--- config.mk ---
export PLATFORM = sky130hd
export DESIGN_NAME = stopwatch_display
export DESIGN_NICKNAME = d
export VERILOG_FILES = /design/src/rtl/stopwatch_pkg.sv /design/src/rtl/seg7_decode.sv /design/src/rtl/stopwatch_display.sv
export SDC_FILE = /design/constraint.sdc
export NUM_CORES = 1
export LEC_CHECK = 0
export BUFFER_PORTS_ARGS = -buffer_cell sky130_fd_sc_hd__buf_2
export CORE_UTILIZATION = 56
export DETAILED_ROUTE_END_ITERATION = 12
export PLACE_DENSITY = 0.79
export SYNTH_ARGS = -nofsm -noshare
export SYNTH_HDL_FRONTEND = slang
export SYNTH_SLANG_ARGS = --single-unit
--- constraint.sdc ---
create_clock -name clk -period 2.6 [get_ports clk]
set_input_delay 0.39 -clock clk [delete_from_list [all_inputs] [get_ports clk]]
set_output_delay 0.39 -clock clk [all_outputs]
set_load 0.01 [all_outputs]
--- src/rtl/stopwatch_pkg.sv ---
// Shared constants for the stopwatch display path: digit count, slot
// numbering, active-high 7-segment patterns (bit order g,f,e,d,c,b,a)
// and the decimal-point slot mask.
package stopwatch_pkg;

   localparam int NUM_DIGITS = 6;

   // Slot numbering, rightmost digit first
   localparam logic [2:0] SLOT_10MS  = 3'd0;
   localparam logic [2:0] SLOT_100MS = 3'd1;
   localparam logic [2:0] SLOT_1SEC  = 3'd2;
   localparam logic [2:0] SLOT_10SEC = 3'd3;
   localparam logic [2:0] SLOT_1MIN  = 3'd4;
   localparam logic [2:0] SLOT_10MIN = 3'd5;

   // Active-high segment patterns, {g,f,e,d,c,b,a}
   localparam logic [6:0] SEG_0    = 7'b0111111;
   localparam logic [6:0] SEG_1    = 7'b0000110;
   localparam logic [6:0] SEG_2    = 7'b1011011;
   localparam logic [6:0] SEG_3    = 7'b1001111;
   localparam logic [6:0] SEG_4    = 7'b1100110;
   localparam logic [6:0] SEG_5    = 7'b1101101;
   localparam logic [6:0] SEG_6    = 7'b1111101;
   localparam logic [6:0] SEG_7    = 7'b0000111;
   localparam logic [6:0] SEG_8    = 7'b1111111;
   localparam logic [6:0] SEG_9    = 7'b1101111;
   localparam logic [6:0] SEG_DASH = 7'b1000000;
   localparam logic [6:0] SEG_OFF  = 7'b0000000;

   // Decimal point after minutes (slot 4) and seconds (slot 2): "MM.SS.cc"
   localparam logic [NUM_DIGITS-1:0] DP_SLOT_MASK = 6'b010100;

   // One-hot slot select; unreachable slot codes 6/7 select nothing
   function automatic logic [NUM_DIGITS-1:0] slot_onehot(input logic [2:0] slot);
      logic [NUM_DIGITS-1:0] oh;
      oh = '0;
      for (int i = 0; i < NUM_DIGITS; i++) begin
         if (slot == 3'(i)) oh[i] = 1'b1;
      end
      return oh;
   endfunction

endpackage

--- src/rtl/seg7_decode.sv ---
// BCD to 7-segment decoder, purely combinational, active-high output.
// Codes 10..15 are not valid BCD and show a dash so a corrupted digit is
// visible on the display instead of a misleading numeral.
module seg7_decode
   import stopwatch_pkg::*;
(
   input  logic [3:0] bcd_i,
   output logic [6:0] seg_o
);

   // Pattern lookup
   always_comb begin
      seg_o = SEG_DASH;
      case (bcd_i)
         4'd0:    seg_o = SEG_0;
         4'd1:    seg_o = SEG_1;
         4'd2:    seg_o = SEG_2;
         4'd3:    seg_o = SEG_3;
         4'd4:    seg_o = SEG_4;
         4'd5:    seg_o = SEG_5;
         4'd6:    seg_o = SEG_6;
         4'd7:    seg_o = SEG_7;
         4'd8:    seg_o = SEG_8;
         4'd9:    seg_o = SEG_9;
         default: seg_o = SEG_DASH;
      endcase
   end

endmodule

--- src/rtl/stopwatch_display.sv ---
// Six-digit multiplexed 7-segment driver for the stopwatch BCD digits.
// The digits are captured into a snapshot at each frame boundary (unless
// hold is set), so one scan frame never mixes old and new time values.
// seg/dp/an are registered: they follow the slot index with one cycle of
// latency and are glitch-free at the pins.
// Optional build macro STOPWATCH_DISPLAY_LZB_EN enables leading-zero
// blanking of the 10min, 1min and 10sec digits.
// reset_n asserts asynchronously; its release is expected to come from a
// source already synchronous to clk.
module stopwatch_display
   import stopwatch_pkg::*;
#(
   parameter int TICK_DIV       = 100000,
   parameter bit SEG_ACTIVE_LOW = 1'b1
) (
   input  logic       clk,
   input  logic       reset_n,
   input  logic       enable,
   input  logic       hold,
   input  logic [3:0] timer10ms,
   input  logic [3:0] timer100ms,
   input  logic [3:0] timer1sec,
   input  logic [3:0] timer10sec,
   input  logic [3:0] timer1min,
   input  logic [3:0] timer10min,
   output logic [6:0] seg,
   output logic       dp,
   output logic [5:0] an,
   output logic       frame_done
);

   localparam int              PW        = (TICK_DIV > 1) ? $clog2(TICK_DIV) : 1;
   localparam logic [PW-1:0]   TICK_LAST = PW'(TICK_DIV - 1);

   // XOR masks that turn internal active-high values into pin polarity
   localparam logic [6:0]            SEG_POL = SEG_ACTIVE_LOW ? 7'h7F : 7'h00;
   localparam logic                  DP_POL  = SEG_ACTIVE_LOW;
   localparam logic [NUM_DIGITS-1:0] AN_POL  = SEG_ACTIVE_LOW ? 6'h3F : 6'h00;

   logic [PW-1:0]                 pre_q, pre_d;
   logic [2:0]                    idx_q, idx_d;
   logic [NUM_DIGITS-1:0][3:0]    snap_q, snap_d;
   logic [6:0]                    seg_q, seg_d;
   logic                          dp_q, dp_d;
   logic [NUM_DIGITS-1:0]         an_q, an_d;

   logic                          tick;
   logic                          frame;
   logic [3:0]                    digit;
   logic [6:0]                    dec_seg;
   logic                          blank;
   logic [NUM_DIGITS-1:0]         slot_oh;

   // Prescaler, slot index and snapshot next-state
   always_comb begin
      tick   = (pre_q == TICK_LAST);
      frame  = tick && (idx_q == SLOT_10MIN);
      pre_d  = tick ? '0 : pre_q + 1'b1;
      idx_d  = idx_q;
      if (tick) begin
         // 5 wraps to 0; the unreachable codes 6 and 7 recover the same way
         idx_d = (idx_q >= SLOT_10MIN) ? SLOT_10MS : idx_q + 3'd1;
      end
      snap_d = snap_q;
      if (frame && !hold) begin
         snap_d = {timer10min, timer1min, timer10sec, timer1sec, timer100ms, timer10ms};
      end
   end

   // Counter and snapshot registers
   always_ff @(posedge clk or negedge reset_n) begin
      if (!reset_n) begin
         pre_q  <= '0;
         idx_q  <= SLOT_10MS;
         snap_q <= '0;
      end else begin
         pre_q  <= pre_d;
         idx_q  <= idx_d;
         snap_q <= snap_d;
      end
   end

   // Select the snapshot digit for the current slot
   always_comb begin
      digit = 4'd0;
      case (idx_q)
         SLOT_10MS:  digit = snap_q[0];
         SLOT_100MS: digit = snap_q[1];
         SLOT_1SEC:  digit = snap_q[2];
         SLOT_10SEC: digit = snap_q[3];
         SLOT_1MIN:  digit = snap_q[4];
         SLOT_10MIN: digit = snap_q[5];
         default:    digit = 4'd0;
      endcase
   end

   seg7_decode u_decode (
      .bcd_i (digit),
      .seg_o (dec_seg)
   );

   // Leading-zero blanking: a leading digit blanks only if every digit to its left is zero
   always_comb begin
      blank = 1'b0;
`ifdef STOPWATCH_DISPLAY_LZB_EN
      case (idx_q)
         SLOT_10MIN: blank = (snap_q[5] == 4'd0);
         SLOT_1MIN:  blank = (snap_q[5] == 4'd0) && (snap_q[4] == 4'd0);
         SLOT_10SEC: blank = (snap_q[5] == 4'd0) && (snap_q[4] == 4'd0) && (snap_q[3] == 4'd0);
         default:    blank = 1'b0;
      endcase
`endif
   end

   // Active-high output values, then polarity applied just before the register
   always_comb begin
      slot_oh = slot_onehot(idx_q);
      an_d    = AN_POL;
      seg_d   = SEG_POL;
      dp_d    = DP_POL;
      if (enable) begin
         an_d  = slot_oh ^ AN_POL;
         seg_d = (blank ? SEG_OFF : dec_seg) ^ SEG_POL;
         dp_d  = (|(slot_oh & DP_SLOT_MASK)) ^ DP_POL;
      end
   end

   // Output register, reset to all-inactive
   always_ff @(posedge clk or negedge reset_n) begin
      if (!reset_n) begin
         an_q  <= AN_POL;
         seg_q <= SEG_POL;
         dp_q  <= DP_POL;
      end else begin
         an_q  <= an_d;
         seg_q <= seg_d;
         dp_q  <= dp_d;
      end
   end

   assign seg        = seg_q;
   assign dp         = dp_q;
   assign an         = an_q;
   assign frame_done = frame;

endmodule

# After elaboration in Yosys (flattened, before gate mapping)
# Memory sizes are Yosys's and may differ from the RTL's.
# Cells that the tools add are included.
# totals
register_bits	58
mem_count	1
rom_bits	112
input_bits	28
# op_classes
addsub	2
n_eq_ne	6
n_lt_le_gt_ge	1
reduce_logical	5
n_mux	12
n_bitwise	3
# mem_list
memory	depth	width	rd	rd_clocked_by_memory_dff	wr	line_no	rtl
(no name shown)	16	7	1	0	0	seg7_decode.sv:14	case (bcd_i)
# op_table
cell	count
4-bit one-hot mux with 6 select lines	1
17-bit by 1-bit adder with 17-bit output, second input constant	1
17-bit == test, second input constant	1
17-bit two-way mux	1
1-bit two-way mux	7
7-bit two-way mux	1
7-bit NOT	1
3-bit by 2-bit == test with 1-bit output, second input constant	2
3-bit == test, second input constant	2
6-bit two-way mux	1
6-bit NOT	1
3-bit by 1-bit adder with 3-bit output, second input constant	1
3-bit by 1-bit == test with 1-bit output, second input constant	1
3-bit >= comparator, second input constant	1
3-bit zero test	1
3-bit two-way mux	1
1-bit logical AND	2
2-bit OR reduction	1
1-bit zero test	1
1-bit NOT	1

# Depth between registers and ports, before layout
# logic_depth
word_depth	5
depth_mapped	11

# By module
# Synthesis repeated with hierarchy kept, for this count alone.
# hier_totals
cells_unflattened	234
hier_area_um2	2872.8
# modules_own_cells
module	seq_area_each_um2	n_inst	cells_each	area_per_inst_um2
stopwatch_display	1468.9	1	205	2647.5
seg7_decode	0.0	1	29	225.2

# Least setup slack after synthesis
# No wires, ideal clock.
# synth_path
path_kind	reg-to-reg
start	reg idx_q[2]
end	reg seg_q[0] (netlist: seg[0])
path_buffers	2
period_less_slack_ns	2.172
arrival_ns	2.076
setup_slack_ns	0.428
stages_incl_launch_ff	12
setup_ns	0.095
path_cell_list	dfrtp_1 buf_2 buf_2 inv_1 ha_1 a222oi_1 o21a_1 inv_1 ha_1 nor2_1 o211a_1 a31oi_1
# synth_between
elab_chain_cells	5
elab_cells_between_ends	10
cone_classes	5 x eq/ne; 2 x mux; 1 x bitwise; 1 x reduce/logical; 1 x memory
# synth_rtl
element	line_no	rtl
start, declared	stopwatch_display.sv:41	logic [2:0] idx_q, idx_d;
start signal, assigned	stopwatch_display.sv:78	idx_q <= idx_d;
3-bit == test (tied with other cells)	stopwatch_display.sv:86	case (idx_q)
4-bit one-hot mux with 6 select lines (*)	stopwatch_display.sv:86	
memory 16 x 7 bit (*)	-	
7-bit NOT (no line) (*)	-	
7-bit two-way mux (*)	stopwatch_display.sv:121	if (enable) begin
named net seg_d[0]	stopwatch_display.sv:43	logic [6:0] seg_q, seg_d;
end signal, assigned	stopwatch_display.sv:136	seg_q <= seg_d;
end, declared	stopwatch_display.sv:43	
# The timed path passes the listed nets; every way through them passes the cells marked *.
# A chain may end at the register's enable or synchronous reset.

# Final worst setup path
# layout_path
start	reg idx_q[0]
end	reg seg_q[0] (netlist: seg[0])
# Same word-level chain as after synthesis.

==> metrics.csv <==
stage,metric,value,unit
critical_path,critical path startpoint category,flop,
layout,layout cells sized above 1,39.1,%
sta,Worst slew margin,58.8,%
clocking,post-CTS sizing,0,
critical_path,CP endpoint kind,flop,
sta,RSZ-0062 raised after global routing,no,
yosys,"Cell Area, Synth",0.00284,mm^2
floorplanning,row cnt,25,
drt,Starting DRT DRC Count,134,
yosys,syn nets,268,
yosys,Synth Instances,228,
floorplanning,die height,73.2,um
sta,Final Hold Vio Count,0,
layout,"Design Area, Final",0.00333,mm^2
sta,final worst slack,0.352,ns
global_routing,largest net degree at the start of global routing,32,
sta,Worst Tran Pin Value,0.618,ns
sta,setup violators final,0,
clocking,H-tree depth,3,
yosys,cell taking the most area after synthesis,dfrtp_1,
clocking,Post CTS Setup Buffer Count,0,
hold_path,worst hold path type,in -> async,
placed_design,gpl congestion,0.910,
yosys,number of synthesized flops with an enable pin,0,
drt,drt pass-1 iters,5,
yosys,Synth top area share,38.7,%
yosys,largest cells by area after synthesis,"dfrtp_1, dfstp_2, mux2_4",
clocking,CTS tree,done,
clocking,clk sinks,58,
placed_design,area post-placement,0.00314,mm^2
yosys,"Async S/R FF share, synth",100,%
layout,"Net count, final",316,
placed_design,port bufs,42,
critical_path,"Arr. time, crit path",2.50,ns
drt,post-route ant nets,0,
floorplanning,Die Width,73.2,um
sta,Layout Skew,0.00691,ns
sta,Final TNS setup,0,ns
placed_design,"worst slack, placed",0.426,ns
layout,# fillers,372,
clocking,worst skew pair latency,0.33,ns
global_routing,GRT overflow,0,
sta,period utilisation layout,86.5,%
placed_design,DP HPWL,3670,um
yosys,Synth Warn #,0,
clocking,total CTS buffers,9,
clocking,Root Driver,clkbuf_8,
yosys,Most used DFF post-synth,dfrtp_1,
drt,via total after detailed routing,1880,
clocking,CTS Hold Buffers Added,0,
clocking,Clock transition at path regs,0.06,ns
floorplanning,initial core utilization,59.0,%
floorplanning,Ports,43,
power_and_ir_drop,Static Leakage,0.00155,uW
power_and_ir_drop,Peak VDD IR,0.000338,V
power_and_ir_drop,P per Cell Area,570,mW/mm^2
yosys,most frequent cells after synthesis,"dfrtp_1, mux2_4, nor2_1, nand2_1, dfstp_2",
critical_path,crit-path max FO,5,
floorplanning,core area,0.00482,mm^2
global_routing,All-Layer GR Usage,21.8,%
layout,area grow syn2layout,17.3,%
drt,final WL,5080,um
drt,Vias/cell,5.40,
sta,min cycle time layout,2.25,ns
critical_path,Crit Path Class,reg -> reg,
yosys,Synth Register Bits,58,
yosys,most instantiated library cell after synthesis,dfrtp_1,
status,status,finished clean,
critical_path,Critical Path RT,2.85,ns
drt,number of remaining DRC errors,0,
layout,n_diodes,0,
yosys,syn avg cell area,12.5,um^2
sta,Slew Limit Fails,0,
yosys,"Seq/Total Area, Yosys",51.7,%
global_routing,vias in the first global route,1825,
sta,Peak Freq,445,MHz
drt,wire length per cell,14.6,um
clocking,clock buffer depth,2,
yosys,synth unique cells,40,
floorplanning,die area,0.00536,mm^2
run,Max-cap violations,0,
global_routing,first-pass GRT wire length,8580,um
global_routing,initial antenna violation count,0,
[routing by layer]
layer / track usage, % / share of wire, % / vias up
met5: 0 / 0 / -
met3: 4.56 / 4.2 / 12
met1: 30.9 / 49 / 928
met4: 12.2 / 2.1 / 0
met2: 31.1 / 45 / 48
li1: - / - / 892
[registers in the layout, indices dropped and copies added (netlist names)]
name,cells
dp,1
seg,7
pre_q,17
idx_q,3
snap_q,24
an,6
[layout make-up]
class / instances / area, um^2 / area share, %
well taps: 67 / 83.8 / 2.52
multi-input cells: 151 / 1280 / 38.5
inverters: 11 / 41.3 / 1.24
repair buffers: 45 / 258 / 7.73
clock buffers: 14 / 163 / 4.88
flip-flops and latches: 58 / 1470 / 44.1
clock inverters: 2 / 35.0 / 1.05
[stage by stage]
| stage | power, uW | utilization, % | hold slack (ns) | instances |
|---|---|---|---|---|
| 3_5_place_dp | 1100 | 65.1 | 0.444 | 332 |
| 4_1_cts | 1920 | 69.2 | 0.0870 | 348 |
| 6_report | 1900 | 69.2 | 0.0727 | 348 |
| 3_3_place_gp | 1100 | 65.1 | 0.436 | 332 |
| 2_1_floorplan | 1030 | - | 0.0944 | 228 |
| 5_1_grt | 1970 | 69.2 | 0.110 | 348 |
[layout by cell type (no fill, tap or decap), types with 2 or more instances in the layout]
master	synthesis	routed
a32oi_1	4	4
nor2b_1	2	2
buf_12	0	2
clkbuf_8	0	11
dfrtp_1	44	44
xor2_1	6	6
and3_1	5	5
ha_1	12	12
and2_1	4	4
nand3b_1	2	2
dfstp_2	14	14
o21ai_0	7	7
inv_1	11	11
nand2_1	15	15
a22oi_1	3	3
a21oi_1	2	2
clkbuf_1	4	3
a31oi_1	2	2
nor2_1	16	16
buf_2	2	42
mux2_4	20	20
and4_1	3	3
nand3_1	9	9
xnor2_1	9	9
mux2_2	9	9
nor3_1	3	3
mux2i_1	4	4
[worst max-delay path, stage by stage, from the launching register on]
cell and delay [ns]:
dfrtp_1 0.43, inv_1 0.11, ha_1 0.26, nor2b_1 0.16, a222oi_1 0.30, o21a_1 0.26
inv_1 0.11, ha_1 0.21, nor2_1 0.10, o211a_1 0.17, a31oi_1 0.05
[final timing paths]
path                                from         end  slack, ns  depth (start not counted)
max                             idx_q[0]      seg[0]       0.35                         10
min                              reset_n   snap_q[6]       0.07                          1
max reg2reg                     idx_q[0]      seg[0]       0.35                         10
min reg2reg                     pre_q[0]    pre_q[0]       0.48                          1
max in group asynchronous        reset_n      seg[5]       1.89                          2
min in group clk           timer10sec[1]  snap_q[13]       0.29                          2
[power breakdown]
part	total (uW)	internal, uW	switching [uW]
registers	956	940	16.1
clock network	817	494	322
logic	127	65.0	61.9
[logic make-up (layout without fill, tap and decap cells)]
kind of cell | Yosys count | in the layout | synth area share, %
muxes | 33 | 33 | 15.5
DFF | 58 | 58 | 51.7
adders and majority gates | 12 | 12 | 5.28
xor gates and xnor gates | 15 | 15 | 4.62
AOI/OAI and AO/OA | 24 | 24 | 6.21
and+or+nand+nor | 67 | 67 | 13.5
buffers and inverters | 19 | 72 | 3.13
(Power assumes the default switching activity.)
